File: src/rtl/posi_mode_decision.sv
// posi_mode_decision
// Sweeps the intra candidate modes of one PU, adds the SAD of each mode to the
// bitrate returned by the rate estimator, and keeps the cheapest mode.
// A one-cycle cost_done_o pulse presents the winner on mode_o. The rate
// estimator stores that mode as the neighbour mode for later PUs.
module posi_mode_decision #(
    parameter int SAD_WIDTH  = 20,
    parameter int MODE_NUM   = 35,
    parameter int COST_WIDTH = SAD_WIDTH + 1
) (
    input  logic                  clk,
    input  logic                  rst,
    input  logic                  start_i,
    input  logic [1:0]            size_i,
    input  logic [7:0]            position_i,
    input  logic                  sad_valid_i,
    input  logic [SAD_WIDTH-1:0]  sad_i,
    input  logic [12:0]           bitrate_i,
    output logic                  busy_o,
    output logic [5:0]            mode_o,
    output logic [1:0]            size_o,
    output logic [7:0]            position_o,
    output logic                  cost_done_o,
    output logic [5:0]            best_mode_o,
    output logic [COST_WIDTH-1:0] best_cost_o
);

    localparam logic [1:0] ST_IDLE  = 2'd0;
    localparam logic [1:0] ST_SWEEP = 2'd1;
    localparam logic [1:0] ST_DONE  = 2'd2;

    localparam logic [5:0] LAST_MODE = 6'(MODE_NUM - 1);

    logic [1:0]            state_reg;
    logic                  first_reg;
    logic [5:0]            run_mode_reg;
    logic [COST_WIDTH-1:0] run_cost_reg;

    logic [COST_WIDTH-1:0] cost_next;
    logic                  take_next;
    logic [5:0]            win_mode_next;
    logic [COST_WIDTH-1:0] win_cost_next;

    assign busy_o = (state_reg != ST_IDLE);

    // Cost of the current candidate and the running best once it is included.
    // A strict compare over an ascending sweep keeps the lower mode on a tie.
    always_comb begin
        cost_next     = COST_WIDTH'(sad_i) + COST_WIDTH'(bitrate_i);
        take_next     = first_reg || (cost_next < run_cost_reg);
        win_mode_next = take_next ? mode_o    : run_mode_reg;
        win_cost_next = take_next ? cost_next : run_cost_reg;
    end

    // Sweep sequencer: IDLE -> SWEEP (one step per valid SAD) -> DONE -> IDLE.
    always_ff @(posedge clk) begin
        if (rst) begin
            state_reg    <= ST_IDLE;
            first_reg    <= 1'b1;
            run_mode_reg <= '0;
            run_cost_reg <= '1;
            mode_o       <= '0;
            size_o       <= '0;
            position_o   <= '0;
            cost_done_o  <= 1'b0;
            best_mode_o  <= '0;
            best_cost_o  <= '1;
        end else begin
            case (state_reg)
                ST_IDLE: begin
                    cost_done_o <= 1'b0;
                    if (start_i) begin
                        size_o     <= size_i;
                        position_o <= position_i;
                        mode_o     <= '0;
                        first_reg  <= 1'b1;
                        state_reg  <= ST_SWEEP;
                    end
                end
                ST_SWEEP: begin
                    if (sad_valid_i) begin
                        run_mode_reg <= win_mode_next;
                        run_cost_reg <= win_cost_next;
                        first_reg    <= 1'b0;
                        if (mode_o == LAST_MODE) begin
                            // Present the winner so the rate estimator latches it.
                            mode_o      <= win_mode_next;
                            best_mode_o <= win_mode_next;
                            best_cost_o <= win_cost_next;
                            cost_done_o <= 1'b1;
                            state_reg   <= ST_DONE;
                        end else begin
                            mode_o <= mode_o + 6'd1;
                        end
                    end
                end
                ST_DONE: begin
                    cost_done_o <= 1'b0;
                    state_reg   <= ST_IDLE;
                end
                default: begin
                    cost_done_o <= 1'b0;
                    state_reg   <= ST_IDLE;
                end
            endcase
        end
    end

endmodule

File: config.mk
export PLATFORM = sky130hd
export DESIGN_NAME = posi_mode_decision
export DESIGN_NICKNAME = d
export VERILOG_FILES = /design/src/rtl/posi_mode_decision.sv
export SDC_FILE = /design/constraint.sdc
export NUM_CORES = 1
export LEC_CHECK = 0
export CORE_MARGIN = 5
export CORE_UTILIZATION = 36
export CTS_BUF_LIST = sky130_fd_sc_hd__clkbuf_8
export DETAILED_ROUTE_END_ITERATION = 16
export PLACE_DENSITY = 0.69
export SLEW_MARGIN = 10
export SYNTH_ARGS = -nofsm -noshare
export SYNTH_HDL_FRONTEND = slang
export SYNTH_SLANG_ARGS = --single-unit
File: constraint.sdc
create_clock -name clk -period 13.7 [get_ports clk]
set_input_delay 3.425 -clock clk [delete_from_list [all_inputs] [get_ports clk]]
set_output_delay 3.425 -clock clk [all_outputs]
set_load 0.02 [all_outputs]
==> reports/results.ini, run 1 <==
[timing]
fin_crit_sh = 0.585
final-hold-violation-count = 0
rsz0062_at_grt = no
drv_slew = 0
fmax_mhz = 125
min_period_ps = 8010
fin_tns_setup_ps = 0
slew_headroom = 0.229
tightest_slew_ps = 1160
finalClockSkew_ps = 8.14
finalSetupViolations = 0
fin_ws_ps = 5690

[clock_network]
clock_sinks = 74
ctsResizeCount = 0
cts_setup_buffers = 0
worstSkewPairLatency_ps = 350
htreeDepth = 3
cts_buffers = 9
tritoncts = built
clockRootBuffer = clkbuf_8
hold_buffers = 0
path_clk_slew_ps = 70
clockBufferDepth = 2

[synth]
ys_seq_elements = 74
async_reset_ff_frac = 0
syn_avg_cell_area_um2 = 7.96
synth_edf_count = 0
synth-seq-area-share = 0.323
postSynthCellCount = 576
syn-num-nets = 659
ys_warn_count = 0
synth_area_mm2 = 0.00458
synthFlopType = dfxtp_1
synth.distinct_cells = 63

[placement]
hpwl_um = 9450
port_buffers = 91
gp_congestion = 0.874
post-place-ws_ps = 5390
dpl_cell_area_mm2 = 0.00560
dp_cells = 808

[worst_hold_path]
min_path_cells = 2
worstHoldStart = position_o[4]
hp-class = flip-flop to flip-flop
min_to = position_o[4]

[floorplanning]
dieHeight_um = 123
ioPinCount = 92
core_mm2 = 0.0126
die_area_mm2 = 0.0151
die_x_um = 123
start_util = 0.365
fp-row-count = 41

[finish]
fin_cells = 824
drive_above_1_share = 0.0429
areaGrowthSynthToFinish_pct = 26.4
fillers = 1203
final_common_cell = clkdlybuf4s50_1
fin_util = 0.461
regArea_mm2 = 0.00148
fin_area_mm2 = 0.00580
multi_input_area_mm2 = 0.00280
nets = 730
diodes = 0
layout_common_cells = 90 x clkdlybuf4s50_1, 74 x dfxtp_1, 67 x nand2_1

[route]
wl_um = 12900
num_vias = 4610
drc_errors = 0
viasPerCell = 5.59
drt-initial-drc-count = 284
ant_nets = 0
firstDrtPassIters = 5
wl_per_cell_um = 15.7

[critical_path]
r2r_cells = 8
path_class = input pin to flip-flop
r2r_end = run_cost_reg[5]
slowest_delay_ps = 1000
crit_arrival_ps = 8220
worstPathCellList = clkdlybuf4s50_1 > ha_1 > inv_1 > fa_1 > nand2b_1 > a21oi_1 > o211a_1 > o21ai_0 > a311oi_1 > inv_1 > ha_1 > nand4_1 > nor3_1 > a221oi_1 > a31oi_4 > mux2i_1 > nand2_1
cp-startpoint = sad_i[0]
start_kind = input pin
critical_path_required_ps = 13910
r2r_start = run_cost_reg[20]
crit_path_end_kind = flip-flop
path_max_fanout = 36
reg2reg_slack_ps = 10850
cp_slowest_cell = a31oi_4

[global_routing]
grt_overflow = 0
first_global_vias = 4410
grt_max_degree = 66
grt_pass1_wl_um = 21100
grt_use_total = 0.171
antenna_found_initial = 0

[power]
vdd_drop_max_uv = 48.4
p_per_area_mw_per_mm2 = 91.9
p_leak_nw = 2.47

[job]
maxCapViolCount = 0

[outcome]
status = finished clean

[report_power, final]
part	internal, W	total (W)	switching (W)	leakage (nW)
sequential	0.000223	0.000229	0.00000575	0.603
clock	0.0000879	0.000173	0.0000849	0.105
combinational	0.0000550	0.000131	0.0000761	1.77
[per-stage QoR]
| step | hold WS (ps) | total power, W |
|---|---|---|
| 5_1_grt | 478 | 0.000562 |
| 4_1_cts | 457 | 0.000534 |
| 3_3_place_gp | 440 | 0.000360 |
| 3_5_place_dp | 447 | 0.000363 |
| 6_report | 455 | 0.000533 |
| 2_1_floorplan | 440 | 0.000321 |
[final cells by class]
cell class / count / area share
clock buffers: 10 / 0.0237
repair buffers: 95 / 0.161
flip-flops and latches: 74 / 0.256
clock inverters: 6 / 0.0101
inverters: 45 / 0.0291
multi-input cells: 422 / 0.483
well taps: 172 / 0.0371
[cell usage after synthesis (all sizes together) (4+ instances only)]
library cell	count	area, µm²
nor3	32	160
xor2	5	43.8
ha	35	438
or3	4	25.0
a21oi	37	185
a2111oi	4	35.0
clkbuf	23	86.3
buf	12	65.1
a211o	4	35.0
and3	4	25.0
a211oi	5	37.5
dfxtp	74	1480
nor4	7	43.8
xnor2	5	43.8
nand4	9	56.3
o211a	4	47.6
nand3	13	65.1
o21ai	18	90.1
a311oi	8	70.1
a41o	5	50.1
nand2	67	251
mux2i	14	140
o31ai	4	30.0
or2	4	25.0
o21a	8	60.1
a31oi	17	106
o22ai	4	25.0
o211ai	17	133
nor2	44	168
inv	45	169
[logic make-up after synthesis]
| group | share of synthesized area |
|---|---|
| simple gates | 0.202 |
| compound gates | 0.256 |
| buf+inv | 0.0699 |
| flops | 0.323 |
| fa+ha+maj | 0.0999 |
| mux | 0.0306 |
| xor+xnor | 0.0191 |
[worst max-delay path: cells and delay by family]
| family | cells | cell delay [ps] |
|---|---|---|
| AO/OA/AOI/OAI | 6 | 2320 |
| adder cells (fa/ha/maj) | 3 | 910 |
| buffers and inverters | 3 | 620 |
| multiplexers | 1 | 270 |
| AND/OR/NAND/NOR | 4 | 660 |
[how the worst max path moves through the flow]
stage | endpoint | slack [ps] | depth (start not counted)
CTS | run_cost_reg[5] | 5750 | 17
global placement | run_cost_reg[5] | 5530 | 17
detailed placement | run_cost_reg[5] | 5390 | 17
global route | run_cost_reg[5] | 5290 | 17
floorplan | run_cost_reg[5] | 6810 | 18
finish | run_cost_reg[5] | 5690 | 17
[per-layer routing]
metal  GRT usage  vias to the layer above  wire (µm)
met5           0                        -          0
met4      0.0504                        0        183
met3      0.0258                       14        793
met2       0.296                      162       6130
met1       0.220                     2174       5820
li1            -                     2260          -
No activity file was read; power rests on OpenSTA's default activity.
==> run 2, diff against run 1 <==
PLACE_DENSITY = 0.72   (was 0.69)
clock period = 6.6 ns   (was 13.7 ns; I/O delays follow)
==> run 2 against run 1 <==
Compared with the run above: combinational power grew 110%; cell area grew 0.60%; flip-flop and latch count is the same; setup slack lost 4900 ps; total power grew 110%.
==> reports/results.ini, run 2 (synthesized netlist as in run 1, its figures left out) <==
[outcome]
status = finished clean

[global_routing]
grt_use_total = 0.163  ; -0.00821
grt_pass1_wl_um = 20200  ; -4.0%
use_met2 = 0.285  ; -0.0113
antenna_found_initial = 0  ; unchanged
grt_overflow = 0  ; unchanged
first_global_vias = 4297  ; -2.6%
grt_max_degree = 66  ; unchanged
use_met1 = 0.213  ; -0.00750
busiest_layer = met2
use_met3 = 0.0249  ; -0.000922

[critical_path]
path_max_fanout = 19  ; -47%
cp_slowest_cell = a221oi_1
worstPathCellList = clkdlybuf4s50_1 > ha_1 > inv_1 > fa_1 > nand2b_1 > a21oi_1 > o211a_1 > o21ai_0 > a311oi_1 > inv_1 > ha_1 > nand4_1 > nor2_1 > a221oi_1 > a31oi_4 > buf_4 > mux2i_1 > nor2_1
reg2reg_slack_ps = 3800  ; -7050 ps
cp_top_family = compound AO/OA/AOI/OAI gates
crit_arrival_ps = 6000  ; -2220 ps
crit_path_end_kind = flip-flop
r2r_end = best_cost_o[16]
path_class = input pin to flip-flop
r2r_start = mode_o[0]
critical_path_required_ps = 6820  ; -7090 ps
path_buf_inv = 4  ; +1
slowest_delay_ps = 690  ; -310 ps
r2r_cells = 9  ; +1
start_kind = input pin

[floorplanning]
start_util = 0.365  ; unchanged
core_mm2 = 0.0126  ; unchanged
die_x_um = 123  ; unchanged
ioPinCount = 92  ; unchanged
dieHeight_um = 123  ; unchanged
die_area_mm2 = 0.0151  ; unchanged
fp-row-count = 41  ; unchanged

[finish]
diodes = 0  ; unchanged
fillers = 1240  ; +3.1%
final_common_cell = clkdlybuf4s50_1
fin_area_mm2 = 0.00583  ; +0.60%
fin_cells = 829  ; +0.61%
nets = 735  ; +0.68%
regArea_mm2 = 0.00148  ; unchanged
multi_input_area_mm2 = 0.00280  ; unchanged
areaGrowthSynthToFinish_pct = 27.2
drive_above_1_share = 0.0518  ; +0.00881
layout_common_cells = 90 x clkdlybuf4s50_1, 74 x dfxtp_1, 67 x nand2_1

[timing]
fin_tns_setup_ps = 0  ; unchanged
finalSetupViolations = 0  ; unchanged
min_period_ps = 5780
rsz0062_at_grt = no
fmax_mhz = 173
fin_crit_sh = 0.875
slew_headroom = 0.463  ; +0.234
finalClockSkew_ps = 7.98  ; -0.159 ps
final-hold-violation-count = 0  ; unchanged
drv_slew = 0  ; unchanged
tightest_slew_ps = 802  ; -354 ps

[power]
p_per_area_mw_per_mm2 = 188  ; +100%
p_leak_nw = 2.49  ; +0.45%
vdd_drop_max_uv = 101  ; +110%

[clock_network]
ctsResizeCount = 0  ; unchanged
clock_sinks = 74  ; unchanged
htreeDepth = 3  ; unchanged
clockRootBuffer = clkbuf_8
cts_buffers = 9  ; unchanged
worstSkewPairLatency_ps = 350  ; about the same
clockBufferDepth = 2  ; unchanged
tritoncts = built
hold_buffers = 0  ; unchanged
cts_setup_buffers = 0  ; unchanged
path_clk_slew_ps = 80  ; about the same

[worst_hold_path]
hp-class = flip-flop to flip-flop
worstHoldStart = position_o[3]
min_path_cells = 2  ; unchanged
min_to = position_o[3]

[route]
num_vias = 4554  ; -1.2%
ant_nets = 0  ; unchanged
wl_um = 12300  ; -4.6%
wl_per_cell_um = 14.9  ; -5.1%
drt-initial-drc-count = 312  ; +9.9%
firstDrtPassIters = 5  ; unchanged
viasPerCell = 5.49  ; -1.8%
drc_errors = 0  ; unchanged

[job]
maxCapViolCount = 0  ; unchanged

[placement]
hpwl_um = 9340  ; -1.2%
port_buffers = 91  ; unchanged
dpl_cell_area_mm2 = 0.00564  ; +0.67%
gp_congestion = 0.846  ; -3.2%
dp_cells = 813  ; +0.62%

run 2: per-layer routing:
layer	up-vias	wire, µm	part of all wire
met1	2109	5550	0.45
met3	13	860	0.070
met2	157	5810	0.47
li1	2275	-	-
met4	0	119	0.0096
met5	-	0	0
run 2: tightest hold or removal path, delay by kind of cell, from the launching register on:
| kind | cells | cell delay [ps] |
|---|---|---|
| AOI/OAI and AO/OA | 1 | 50 |
| DFF | 1 | 310 |
| and+or+nand+nor | 1 | 50 |
run 2: how the worst max path moves through the flow:
stage	start	endpoint	slack [ps]	cells past startpoint
after floorplan	sad_i[0]	run_cost_reg[5]	1480	18
after global placement	sad_i[0]	best_cost_o[13]	660	18
after detailed placement	sad_i[0]	run_mode_reg[0]	490	18
after CTS	sad_i[0]	run_mode_reg[0]	850	18
after global routing	sad_i[0]	mode_o[1]	420	17
final	sad_i[0]	run_mode_reg[0]	820	18
run 2: area by class of cell:
type,instances,share of cell area
clock buffers,9,0.0212
clock inverters,7,0.0120
inverters,45,0.0290
multi-input cells,422,0.480
flip-flops and latches,74,0.254
well taps,172,0.0369
repair buffers,100,0.167
run 2: power breakdown:
group	internal [W]	total [W]	switching, W
Combinational	0.000115	0.000271	0.000156
Sequential	0.000463	0.000475	0.0000117
Clock	0.000174	0.000349	0.000175
Total	0.000752	0.00109	0.000343
run 2: through the flow:
| stage | power, W | setup WS, ps | utilization | hold slack, ps |
|---|---|---|---|---|
| finish | 0.00109 | 823 | 0.464 | 457 |
| global route | 0.00116 | 415 | 0.464 | 477 |
| CTS | 0.00110 | 847 | 0.464 | 458 |
| detailed placement | 0.000753 | 486 | 0.448 | 447 |
| global placement | 0.000747 | 655 | 0.448 | 441 |
| floorplan | 0.000667 | 1480 | - | 440 |
==> run 3, diff against run 2 <==
CORE_MARGIN = 2   (was 5)
CTS_CLUSTER_SIZE = 14   (was unset)
==> run 3 against run 2 <==
Compared with the run above: die area is 9.5% lower; via count is 0.46% higher; first-iteration DRC count is 9.0% higher; count of clock-buffer cells in the layout stayed put; critical path type unchanged; hold slack worse by 3.3 ps; setup slack worse by 110 ps; sequential power hardly changed.
==> reports/results.ini, run 3 (synthesized netlist as in run 1, its figures left out) <==
[clock_network]
htreeDepth = 3  ; unchanged
clock_sinks = 74  ; unchanged
hold_buffers = 0  ; unchanged
clockBufferDepth = 2  ; unchanged
tritoncts = built
ctsResizeCount = 0  ; unchanged
clockRootBuffer = clkbuf_8
path_clk_slew_ps = 80  ; about the same
cts_setup_buffers = 0  ; unchanged
cts_buffers = 9  ; unchanged
worstSkewPairLatency_ps = 350  ; about the same

[placement]
gp_congestion = 0.856  ; +1.3%
dp_cells = 815  ; +0.25%
port_buffers = 91  ; unchanged
hpwl_um = 9090  ; -2.6%
post-place-ws_ps = 345  ; -140 ps

[floorplanning]
start_util = 0.366  ; +0.00149
die_area_mm2 = 0.0137  ; -9.5%
fp-row-count = 41  ; unchanged
ioPinCount = 92  ; unchanged
core_mm2 = 0.0125  ; -0.41%
dieHeight_um = 117  ; -4.9%
die_x_um = 117  ; -4.9%

[timing]
finalClockSkew_ps = 9.30  ; +1.32 ps
drv_slew = 0  ; unchanged
slew_headroom = 0.492  ; +0.0283
fin_ws_ps = 711  ; -112 ps
tightest_slew_ps = 760  ; -42.3 ps
finalSetupViolations = 0  ; unchanged
final-hold-violation-count = 0  ; unchanged
fmax_mhz = 170  ; -1.9%
fin_tns_setup_ps = 0  ; unchanged
min_period_ps = 5890  ; +112 ps
fin_crit_sh = 0.892  ; +0.0170
rsz0062_at_grt = no

[route]
firstDrtPassIters = 4  ; -1
drt-initial-drc-count = 340  ; +9.0%
wl_um = 12100  ; -1.9%
num_vias = 4575  ; +0.46%
ant_nets = 0  ; unchanged
drc_errors = 0  ; unchanged
wl_per_cell_um = 14.6  ; -2.1%
viasPerCell = 5.51  ; +0.22%

[job]
maxCapViolCount = 0  ; unchanged

[worst_hold_path]
hp-class = flip-flop to flip-flop

[global_routing]
grt_use_total = 0.178  ; +0.0148
antenna_found_initial = 0  ; unchanged
grt_overflow = 0  ; unchanged
first_global_vias = 4266  ; -0.72%
grt_pass1_wl_um = 19700  ; -2.7%
grt_max_degree = 66  ; unchanged

[power]
vdd_drop_max_uv = 85.3  ; -15%
p_leak_nw = 2.50  ; +0.71%
p_per_area_mw_per_mm2 = 178  ; -5.1%
power.total_w = 0.00104  ; -5.1%

[finish]
layout_common_cells = 90 x clkdlybuf4s50_1, 74 x dfxtp_1, 67 x nand2_1
diodes = 0  ; unchanged
fin_cells = 831  ; +0.24%
areaGrowthSynthToFinish_pct = 27.2  ; about the same
drive_above_1_share = 0.0516  ; -0.000157
final_common_cell = clkdlybuf4s50_1
fin_util = 0.466  ; +0.00200
nets = 738  ; +0.41%

[critical_path]
cp_slowest_cell = a311oi_1
crit_path_end_kind = flip-flop
cp_top_family = compound AO/OA/AOI/OAI gates
start_kind = input pin
crit_arrival_ps = 6100  ; +100 ps
critical_path_required_ps = 6810  ; about the same
slowest_delay_ps = 540  ; -150 ps
path_class = input pin to flip-flop
path_buf_inv = 5  ; +1
worstPathCellList = clkdlybuf4s50_1 > ha_1 > inv_1 > fa_1 > nand2b_1 > a21oi_1 > o211a_1 > o21ai_0 > a311oi_1 > inv_1 > ha_1 > nand4_1 > nor3_1 > a221oi_1 > buf_4 > a31oi_4 > buf_12 > mux2i_1 > nand2_1
path_max_fanout = 17  ; -2

[outcome]
status = finished clean

## run 3: changes by cell type in the layout (fill, tap and decap cells not counted)
cell	before	now
buf_12	0	1
buf_4	9	10
buf_8	0	1
bufinv_16	1	0
clkinv_2	1	2
clkinvlp_4	3	1
inv_1	46	48
inv_6	1	0
## run 3: cell type report
type / count / area [µm²]
inverters: 45 / 169
fillers: 1248 / 6690
clock buffers: 9 / 124
multi-input cells: 422 / 2800
flip-flops and latches: 74 / 1480
repair buffers: 103 / 1020
well taps: 172 / 215
clock inverters: 6 / 28.8
## run 3: worst paths after layout
| kind | startpoint | end | slack [ps] | cells after the start |
|---|---|---|---|---|
| min reg2reg | size_o[1] | size_o[1] | 450 | 2 |
| max reg2reg | mode_o[0] | best_cost_o[19] | 3840 | 8 |
| max | sad_i[0] | run_cost_reg[7] | 710 | 19 |
| min | size_o[1] | size_o[1] | 450 | 2 |
## run 3: worst min-delay path: stages (launching register included)
cell	delay (ps)
dfxtp_1	310
nand2_1	50
a21oi_1	50
## run 3: power breakdown
| part | total (W) | leakage [nW] | internal, W | switching, W |
|---|---|---|---|---|
| logic | 0.000274 | 1.81 | 0.000117 | 0.000156 |
| clock network | 0.000290 | 0.0887 | 0.000129 | 0.000161 |
| registers | 0.000475 | 0.603 | 0.000463 | 0.0000120 |
## run 3: through the flow
step,hold WS [ps],area [µm²]
final,454,5830
after global routing,476,5830
after CTS,457,5820
after detailed placement,447,5660
after global placement,440,5660
after floorplan,440,4580
## run 3: routing by layer
metal	track usage	vias to the layer above	part of all wire
li1	-	2280	-
met5	0	-	0
met2	0.310	149	0.48
met4	0.0588	0	0.011
met3	0.0242	13	0.062
met1	0.227	2133	0.45
